===== config.mk =====
export PLATFORM = sky130hd
export DESIGN_NAME = plot_port_arbiter
export DESIGN_NICKNAME = d
export VERILOG_FILES = /design/src/rtl/plot_port_arbiter.sv
export SDC_FILE = /design/constraint.sdc
export NUM_CORES = 1
export LEC_CHECK = 0
export BUFFER_PORTS_ARGS = -buffer_cell sky130_fd_sc_hd__buf_2
export CELL_PAD_IN_SITES_DETAIL_PLACEMENT = 0
export CELL_PAD_IN_SITES_GLOBAL_PLACEMENT = 1
export CORE_UTILIZATION = 40
export CTS_CLUSTER_DIAMETER = 150
export CTS_CLUSTER_SIZE = 12
export DETAILED_ROUTE_END_ITERATION = 8
export PLACE_DENSITY = 0.8
export SLEW_MARGIN = 5
export SYNTH_ARGS = -nofsm -noshare
export SYNTH_HDL_FRONTEND = slang
export SYNTH_SLANG_ARGS = --single-unit

===== constraint.sdc =====
create_clock -name clk -period 2.6 [get_ports clk]
set_input_delay 0.78 -clock clk [delete_from_list [all_inputs] [get_ports clk]]
set_output_delay 0.78 -clock clk [all_outputs]
set_load 0.1 [all_outputs]

===== src/rtl/plot_port_arbiter.sv =====
// plot_port_arbiter: owns the single pixel-write port of the 160x120 VGA adapter.
// Three box requesters are served round-robin and a full-screen clear has
// absolute priority. Boxes are rasterised one pixel per clock; the winner
// receives a one-cycle done pulse once its last pixel has been issued.
//
// Handshake: req[i] is a level request held until done[i] pulses; the box
// parameters are sampled only in the IDLE cycle that grants it. clear_req is
// a level request, sampled only in IDLE, answered by a clear_done pulse.
module plot_port_arbiter #(
  parameter int          NUM_REQ      = 3,
  parameter int          X_MAX        = 160,
  parameter int          Y_MAX        = 120,
  parameter logic [2:0]  CLEAR_COLOUR = 3'b000
) (
  input  logic               clk,
  input  logic               resetn,
  input  logic               clear_req,
  output logic               clear_done,
  input  logic [NUM_REQ-1:0] req,
  input  logic [23:0]        req_x,
  input  logic [20:0]        req_y,
  input  logic [8:0]         req_col,
  input  logic [8:0]         req_w,
  input  logic [8:0]         req_h,
  output logic [NUM_REQ-1:0] grant,
  output logic [NUM_REQ-1:0] done,
  output logic               busy,
  output logic [7:0]         x_out,
  output logic [6:0]         y_out,
  output logic [2:0]         colour,
  output logic               plot
);

  typedef enum logic [2:0] {
    S_IDLE       = 3'd0,
    S_DRAW       = 3'd1,
    S_DONE       = 3'd2,
    S_CLEAR      = 3'd3,
    S_CLEAR_DONE = 3'd4
  } state_t;

  localparam logic [8:0] X_LIM  = 9'(X_MAX);
  localparam logic [7:0] Y_LIM  = 8'(Y_MAX);
  localparam logic [7:0] X_LAST = 8'(X_MAX - 1);
  localparam logic [6:0] Y_LAST = 7'(Y_MAX - 1);

  state_t state_q, state_d;
  logic [1:0]         ptr_q, ptr_d, win_q, win_d;
  logic [7:0]         bx_q, bx_d, cx_q, cx_d, x_q, x_d;
  logic [6:0]         by_q, by_d, cy_q, cy_d, y_q, y_d;
  logic [2:0]         bcol_q, bcol_d, bw_q, bw_d, bh_q, bh_d, col_q, col_d;
  logic [NUM_REQ-1:0] grant_q, grant_d, done_q, done_d;
  logic               clear_done_q, clear_done_d, busy_q, busy_d, plot_q, plot_d;

  // Per-requester views of the packed parameter buses (slot 3 is never selected).
  logic [7:0] rx [4];
  logic [6:0] ry [4];
  logic [2:0] rc [4];
  logic [2:0] rw [4];
  logic [2:0] rh [4];
  for (genvar g = 0; g < 3; g++) begin : g_slot
    assign rx[g] = req_x[8*g +: 8];
    assign ry[g] = req_y[7*g +: 7];
    assign rc[g] = req_col[3*g +: 3];
    assign rw[g] = req_w[3*g +: 3];
    assign rh[g] = req_h[3*g +: 3];
  end
  assign rx[3] = '0;
  assign ry[3] = '0;
  assign rc[3] = '0;
  assign rw[3] = '0;
  assign rh[3] = '0;

  function automatic logic [1:0] inc3(input logic [1:0] v);
    return (v == 2'd2) ? 2'd0 : v + 2'd1;
  endfunction

  function automatic logic [NUM_REQ-1:0] onehot(input logic [1:0] v);
    return NUM_REQ'(1) << v;
  endfunction

  logic [3:0] req_ext;
  logic [1:0] rr_c1, rr_c2, rr_win;
  logic       any_req, last_box, last_clr;
  logic [8:0] x_sum;
  logic [7:0] y_sum;

  // Round-robin pick: first requester at or above ptr, wrapping mod 3.
  always_comb begin
    req_ext = 4'(req);
    any_req = |req;
    rr_c1   = inc3(ptr_q);
    rr_c2   = inc3(rr_c1);
    if (req_ext[ptr_q])      rr_win = ptr_q;
    else if (req_ext[rr_c1]) rr_win = rr_c1;
    else                     rr_win = rr_c2;
  end

  // Scan bookkeeping shared by the box and clear rasterisers.
  always_comb begin
    last_box = (cx_q == {5'd0, bw_q}) && (cy_q == {4'd0, bh_q});
    last_clr = (cx_q == X_LAST) && (cy_q == Y_LAST);
    x_sum    = {1'b0, bx_q} + {1'b0, cx_q};
    y_sum    = {1'b0, by_q} + {1'b0, cy_q};
  end

  // State and datapath registers; reset abandons any box or clear in flight.
  always_ff @(posedge clk or negedge resetn) begin
    if (!resetn) begin
      state_q      <= S_IDLE;
      ptr_q        <= '0;
      win_q        <= '0;
      bx_q         <= '0;
      by_q         <= '0;
      bcol_q       <= '0;
      bw_q         <= '0;
      bh_q         <= '0;
      cx_q         <= '0;
      cy_q         <= '0;
      x_q          <= '0;
      y_q          <= '0;
      col_q        <= '0;
      grant_q      <= '0;
      done_q       <= '0;
      clear_done_q <= 1'b0;
      busy_q       <= 1'b0;
      plot_q       <= 1'b0;
    end else begin
      state_q      <= state_d;
      ptr_q        <= ptr_d;
      win_q        <= win_d;
      bx_q         <= bx_d;
      by_q         <= by_d;
      bcol_q       <= bcol_d;
      bw_q         <= bw_d;
      bh_q         <= bh_d;
      cx_q         <= cx_d;
      cy_q         <= cy_d;
      x_q          <= x_d;
      y_q          <= y_d;
      col_q        <= col_d;
      grant_q      <= grant_d;
      done_q       <= done_d;
      clear_done_q <= clear_done_d;
      busy_q       <= busy_d;
      plot_q       <= plot_d;
    end
  end

  // Next-state: clear beats boxes in IDLE; each scan ends on its last pixel.
  always_comb begin
    state_d = state_q;
    unique case (state_q)
      S_IDLE: begin
        if (clear_req)    state_d = S_CLEAR;
        else if (any_req) state_d = S_DRAW;
      end
      S_DRAW:       if (last_box) state_d = S_DONE;
      S_DONE:       state_d = S_IDLE;
      S_CLEAR:      if (last_clr) state_d = S_CLEAR_DONE;
      S_CLEAR_DONE: state_d = S_IDLE;
      default:      state_d = S_IDLE;
    endcase
  end

  // Output and datapath next values; pixel fields hold outside DRAW/CLEAR.
  always_comb begin
    ptr_d        = ptr_q;
    win_d        = win_q;
    bx_d         = bx_q;
    by_d         = by_q;
    bcol_d       = bcol_q;
    bw_d         = bw_q;
    bh_d         = bh_q;
    cx_d         = cx_q;
    cy_d         = cy_q;
    x_d          = x_q;
    y_d          = y_q;
    col_d        = col_q;
    grant_d      = grant_q;
    done_d       = '0;
    clear_done_d = 1'b0;
    plot_d       = 1'b0;
    busy_d       = (state_d != S_IDLE);
    unique case (state_q)
      S_IDLE: begin
        cx_d = '0;
        cy_d = '0;
        if (!clear_req && any_req) begin
          win_d   = rr_win;
          bx_d    = rx[rr_win];
          by_d    = ry[rr_win];
          bcol_d  = rc[rr_win];
          bw_d    = rw[rr_win];
          bh_d    = rh[rr_win];
          grant_d = onehot(rr_win);
        end
      end
      S_DRAW: begin
        x_d    = x_sum[7:0];
        y_d    = y_sum[6:0];
        col_d  = bcol_q;
        plot_d = (x_sum < X_LIM) && (y_sum < Y_LIM);
        if (cx_q == {5'd0, bw_q}) begin
          cx_d = '0;
          cy_d = cy_q + 7'd1;
        end else begin
          cx_d = cx_q + 8'd1;
        end
      end
      S_DONE: begin
        grant_d = '0;
        done_d  = onehot(win_q);
        ptr_d   = inc3(win_q);
      end
      S_CLEAR: begin
        x_d    = cx_q;
        y_d    = cy_q;
        col_d  = CLEAR_COLOUR;
        plot_d = 1'b1;
        if (cx_q == X_LAST) begin
          cx_d = '0;
          cy_d = cy_q + 7'd1;
        end else begin
          cx_d = cx_q + 8'd1;
        end
      end
      S_CLEAR_DONE: clear_done_d = 1'b1;
      default: ;
    endcase
  end

  assign grant      = grant_q;
  assign done       = done_q;
  assign clear_done = clear_done_q;
  assign busy       = busy_q;
  assign x_out      = x_q;
  assign y_out      = y_q;
  assign colour     = col_q;
  assign plot       = plot_q;

endmodule


## Word-level counts from Yosys, hierarchy flattened

Index checks and enable logic that the tools add are counted.

- Register bits: 73

- Add/sub/neg operators: 7
- Order comparisons: 5
- Equality and inequality tests: 14
- Shifts and indexed selects: 2
- Mux-type cells: 43
- Bitwise operators: 1
- Reductions and logical operators: 14

Operator list:

| kind | count |
|---|---|
| 3-bit 2-to-1 mux | 12 |
| 8-bit 2-to-1 mux | 4 |
| 7-bit 2-to-1 mux | 4 |
| 8-bit one-hot mux with 3 select lines | 1 |
| 7-bit one-hot mux with 3 select lines | 1 |
| 3-bit binary-select mux with 2-bit select | 3 |
| 8-bit binary-select mux with 2-bit select | 1 |
| 8-bit one-hot mux with 2 select lines | 1 |
| 7-bit binary-select mux with 2-bit select | 1 |
| 7-bit one-hot mux with 2 select lines | 1 |
| 3-bit one-hot mux with 2 select lines | 2 |
| 2-bit 2-to-1 mux | 5 |
| 8-bit by 8-bit adder with 9-bit output | 1 |
| 9-bit by 8-bit less-than comparator with 1-bit output (second input constant) | 1 |
| 3-bit one-hot mux with 3 select lines | 1 |
| 7-bit by 7-bit adder with 8-bit output | 1 |
| 8-bit by 1-bit adder with 8-bit output (second input constant) | 1 |
| 8-bit by 3-bit == test with 1-bit output | 1 |
| 8-bit == test (second input constant) | 1 |
| 8-bit by 7-bit less-than comparator with 1-bit output (second input constant) | 1 |
| 7-bit by 1-bit adder with 7-bit output (second input constant) | 1 |
| 7-bit by 3-bit == test with 1-bit output | 1 |
| 7-bit == test (second input constant) | 1 |
| 2-bit by 1-bit adder with 2-bit output (second input constant) | 3 |
| 20 further kinds | 36 |

## Longest topological paths before layout

- Depth in word-level cells: 10
- Mapped depth: 8
- Mapped depth without buffers: 8

## Worst setup path after synthesis

Ideal clock, no wire load.

- Kind: flip-flop to flip-flop
- Start point: register cx_q[0]
- End point: register plot_q (netlist: plot)
- Library setup time: 0.101 ns
- Arrival: 1.976 ns
- Path slack: 0.523 ns
- Stages on the path, launching flop included: 9
- Buffers on the path: 0
- Clock period less this slack: 2.077 ns
- Cells stage by stage: dfrtp_1 -> ha_1 -> inv_1 -> fa_1 -> nand2b_1 -> a21o_1 -> a311oi_1 -> a22oi_1 -> o32ai_1

- Word-level cells in the longest chain between the ends: 4

Ends and longest elaborated chain:

| item | RTL line | source |
|---|---|---|
| from (decl) | 49 | `logic [7:0] bx_q, bx_d, cx_q, cx_d, x_q, x_d;` |
| from (signal assigned) | 118 | `cx_q <= '0;` |
| from (signal assigned) | 137 | `cx_q <= cx_d;` |
| 8-bit by 8-bit adder with 9-bit output | 103 | `x_sum = {1'b0, bx_q} + {1'b0, cx_q};` |
| 9-bit by 8-bit less-than comparator with 1-bit output | 203 | `plot_d = (x_sum < X_LIM) && (y_sum < Y_LIM);` |
| 1-bit logical AND | 203 |  |
| 1-bit one-hot mux with 2 select lines | 185 | `unique case (state_q)` |
| net plot_d | 53 | `logic clear_done_q, clear_done_d, busy_q, busy_d, plot_q, plot_d;` |
| to (signal assigned) | 146 | `plot_q <= plot_d;` |
| to (decl) | 53 |  |

The timed path passes the listed nets, and every way through them passes these cells.
A chain may end at the register's enable or synchronous reset.

## Worst setup path after layout

Same ends and word-level chain as after synthesis.

==> summary.md <==
| Metric | Value |
|---|---|
| Status | finished, final reports clean |
| Combinational power share | 13.7% |
| Maximum clock rate | 430 MHz |
| Predominant post-synthesis flop cell | dfrtp_1 |
| Final ANT Viol Nets | 0 |
| H-tree depth | 3 |
| Die Ht | around 110 um |
| Clock group share of total power | 35.1% |
| Port bufs | between 100 and 150 |
| Worst path cell trace | ha_1 -> inv_1 -> fa_1 -> nand2b_1 -> a2111oi_1 -> a311oi_2 -> a22oi_1 -> o32ai_1 |
| Synth Warn # | 0 |
| Starting DRT DRC Count | 213 |
| M1 WL | about 5.2 mm |
| Cell Pwr Density | between 400 and 500 mW/mm2 |
| Largest net degree at the start of global routing | 74 |
| Starting Density | 41.3% |
| P_leak | 2.45 nW |
| Post-DP HPWL | 8.30 mm |
| Critical-path maximum fanout | 7 |
| Post-Syn Area | ~0.0043 mm2 |
| Minimum clock period | 2.32 ns |
| Register share of total power | 51.1% |
| Setup tns final | 0 ns |
| Worst r2r src | cx_q[0] |
| Clk root buf | clkbuf_8 |
| Register clock-pin slew on the reported worst setup and hold paths | ~0.090 ns |
| Sw Share | 29.5% |
| Distinct cells, synth | 61 |
| P_int | roughly 1.7 mW |
| Die width | ~110 um |
| Synth Register Bits | 73 |
| RePlAce Congestion | 0.907 |
| FP Rows | 37 |
| Period utilisation layout | between 80% and 90% |
| Via Count | 3,953 |
| Worst-Margin Slew | 0.690 ns |
| Flop-to-flop setup slack | 0.28 ns |
| Max-Cap Viols | 0 |
| Post-Syn Instances | 481 |
| Highest routed layer | met4 |
| Initial antenna violation count | 0 |
| Post-Syn Nets | 578 |
| Max VDD drop | between 0.2 and 0.25 mV |
| Register area share after synthesis | 42.6% |
| Sw Pwr | about 0.69 mW |
| Final wirelength | 11.2 mm |
| Num CTS Buffers | 9 |
| Setup crit end kind | flop |
| Filler cell count | 1,017 |
| Sink Count | 73 |
| Detail Route met3 WL | 745 um |
| Routed wl met2 | 5.01 mm |
| Slowest CP cell | dfrtp_1 |
| RSZ-0062 raised after global routing | false |
| Wire per inst | 15.5 um |
| CTS tree | done |
| First-pass GRT wire length | 18.7 mm |
| Die area | 0.0111 mm2 |
| Critical path class | flop to flop |
| Clock Latency Late Sink | 0.36 ns |
| Gr usage total | 21.6% |
| Reg2Reg Depth | 8 |
| Final Net Count | 677 |
| Async SR Flop Fraction | 100% |
| Final Setup Violations | 0 |
| Slew Limit Fails | 0 |
| CP Data Required Time | approximately 2.9 ns |
| Worst Clk Skew | 0.00623 ns |
| Worst Path Arrival | 2.57 ns |
| CP startpoint kind | flop |
| Final hold vios | 0 |
| Area growth syn-to-layout | 20.7% |
| Critical R2R Capture | plot |
| Clock Tree Buf Depth | 2 |
| Worst path max stage delay | 0.48 ns |
| Layout cell share with drive strength beyond 1 | 25.3% |
| Slew headroom | 53.8% |
| Vias in the first global route | 3,728 |
| Total gr overflow | 0 |
| Residual DRC | 0 |
| IO Count | ~110 |
| Iteration count of the initial detailed-routing pass | 5 |
| Mean Syn Cell Area | between 8 and 9 um2 |
| Core Region | ~0.010 mm2 |
| Diode count | 0 |
| Worst Hold Class | input port to async pin |
| Pwr Total | roughly 2.4 mW |
| Number of synthesized flops with an enable pin | 0 |
| Drt via density | 5.48 |
[final cells by class]
class / instances / area (um2) / share of cell area, %
multi-input combinational: 365 / 2290 / 44.4
sequential: 73 / 1830 / 35.3
timing repair buffer: 119 / 658 / 12.7
tap: 136 / 170 / 3.29
clock buffer: 9 / 124 / 2.39
clock inverter: 7 / 55.1 / 1.06
inverter: 12 / 45.0 / 0.871
[stage by stage]
stage	hold WS [ns]	std cells	util [%]	area [um2]	setup WS [ns]
global route	0.457	721	49.9	5170	0.0694
detailed placement	0.453	705	48.1	4990	0.290
global placement	0.453	705	48.1	4990	0.330
CTS	0.442	721	49.8	5170	0.270
finish	0.411	721	49.9	5170	0.275
floorplan	0.431	481	-	4290	0.523
[logic make-up (layout without fill, tap and decap cells)]
family / Yosys count / after routing / share of synthesized area [%]
compound gates: 146 / 146 / 22.4
xor+xnor: 13 / 13 / 2.66
fa+ha+maj: 19 / 19 / 5.89
buf+inv: 43 / 147 / 4.32
flops: 73 / 73 / 42.6
mux: 8 / 8 / 1.90
simple gates: 179 / 179 / 20.3
[sequential cells by signal, indices dropped and copies added (netlist names), 2 cells and up]
name / flops
bcol_q: 3
colour: 3
x_out: 8
grant: 3
y_out: 7
bh_q: 3
state_q: 3
cy_q: 7
bx_q: 8
bw_q: 3
ptr_q: 2
cx_q: 8
by_q: 7
done: 3
win_q: 2
[synthesized netlist by cell type, types with 7 or more instances]
| cell type | n | area [um2] |
|---|---|---|
| a21oi_1 | 20 | 100 |
| a22oi_1 | 25 | 188 |
| a31oi_1 | 27 | 169 |
| buf_2 | 10 | 50.1 |
| clkbuf_1 | 17 | 63.8 |
| dfrtp_1 | 73 | 1830 |
| ha_1 | 17 | 213 |
| inv_1 | 12 | 45.0 |
| mux2i_1 | 7 | 70.1 |
| nand2_1 | 62 | 233 |
| nand2b_1 | 12 | 75.1 |
| nand3_1 | 12 | 60.1 |
| nor2_1 | 47 | 176 |
| nor3_1 | 11 | 55.1 |
| o21ai_0 | 31 | 155 |
| xor2_1 | 10 | 87.6 |
[power by group through the flow]
stage               combinational [mW]  sequential, mW  clock (mW)
finish                           0.323            1.20       0.826
global route                     0.368            1.21       0.909
CTS                              0.323            1.20       0.849
detailed placement               0.322            1.23           0
global placement                 0.319            1.22           0
floorplan                        0.169            1.24           0
[critical path: cells and delay by family (launching register included)]
| kind | cells | cell delay (ns) |
|---|---|---|
| compound gates | 4 | 0.85 |
| fa+ha+maj | 2 | 0.62 |
| flops | 1 | 0.48 |
| simple gates | 1 | 0.20 |
| buf+inv | 1 | 0.06 |
[cells in the final DEF, fill, tap and decap left out, types with 6 or more instances in the layout]
cell type  netlist  routed
buf_4            1      13
o21ai_0         31      31
clkbuf_8         0       9
a22oi_1         25      25
ha_1            17      17
a31oi_1         27      27
nand2b_1        12      12
inv_1           12      12
buf_2           10     104
nor2_1          47      47
nor3_1          11      10
xor2_1          10      10
dfrtp_1         73      73
a21oi_1         20      20
mux2i_1          7       7
a21o_1           6       6
a211oi_1         6       6
nand2_1         62      62
nand3_1         12      12
[timing repair]
item / CTS / global route
setup buffers: 0 / 0
resized for setup: 0 / 2
hold buffers: 0 / 0
endpoints found under the setup margin: 0 / 1
endpoints found under the hold margin: 0 / 0
[how the worst max path moves through the flow]
stage / from / to / slack, ns / cells after the start
global placement: cx_q[0] / plot / 0.33 / 8
floorplan: cx_q[0] / plot / 0.52 / 8
global route: cx_q[0] / plot / 0.07 / 8
detailed placement: cx_q[0] / plot / 0.29 / 8
finish: cx_q[0] / plot / 0.28 / 8
CTS: cx_q[0] / plot / 0.27 / 8
[layer usage]
layer / vias to the layer above / GRT usage, %
li1: 1947 / -
met3: 17 / 5.38
met2: 145 / 34.5
met4: 0 / 6.45
met1: 1844 / 29.1
met5: - / 0
Power figures use the tool's default switching activity.
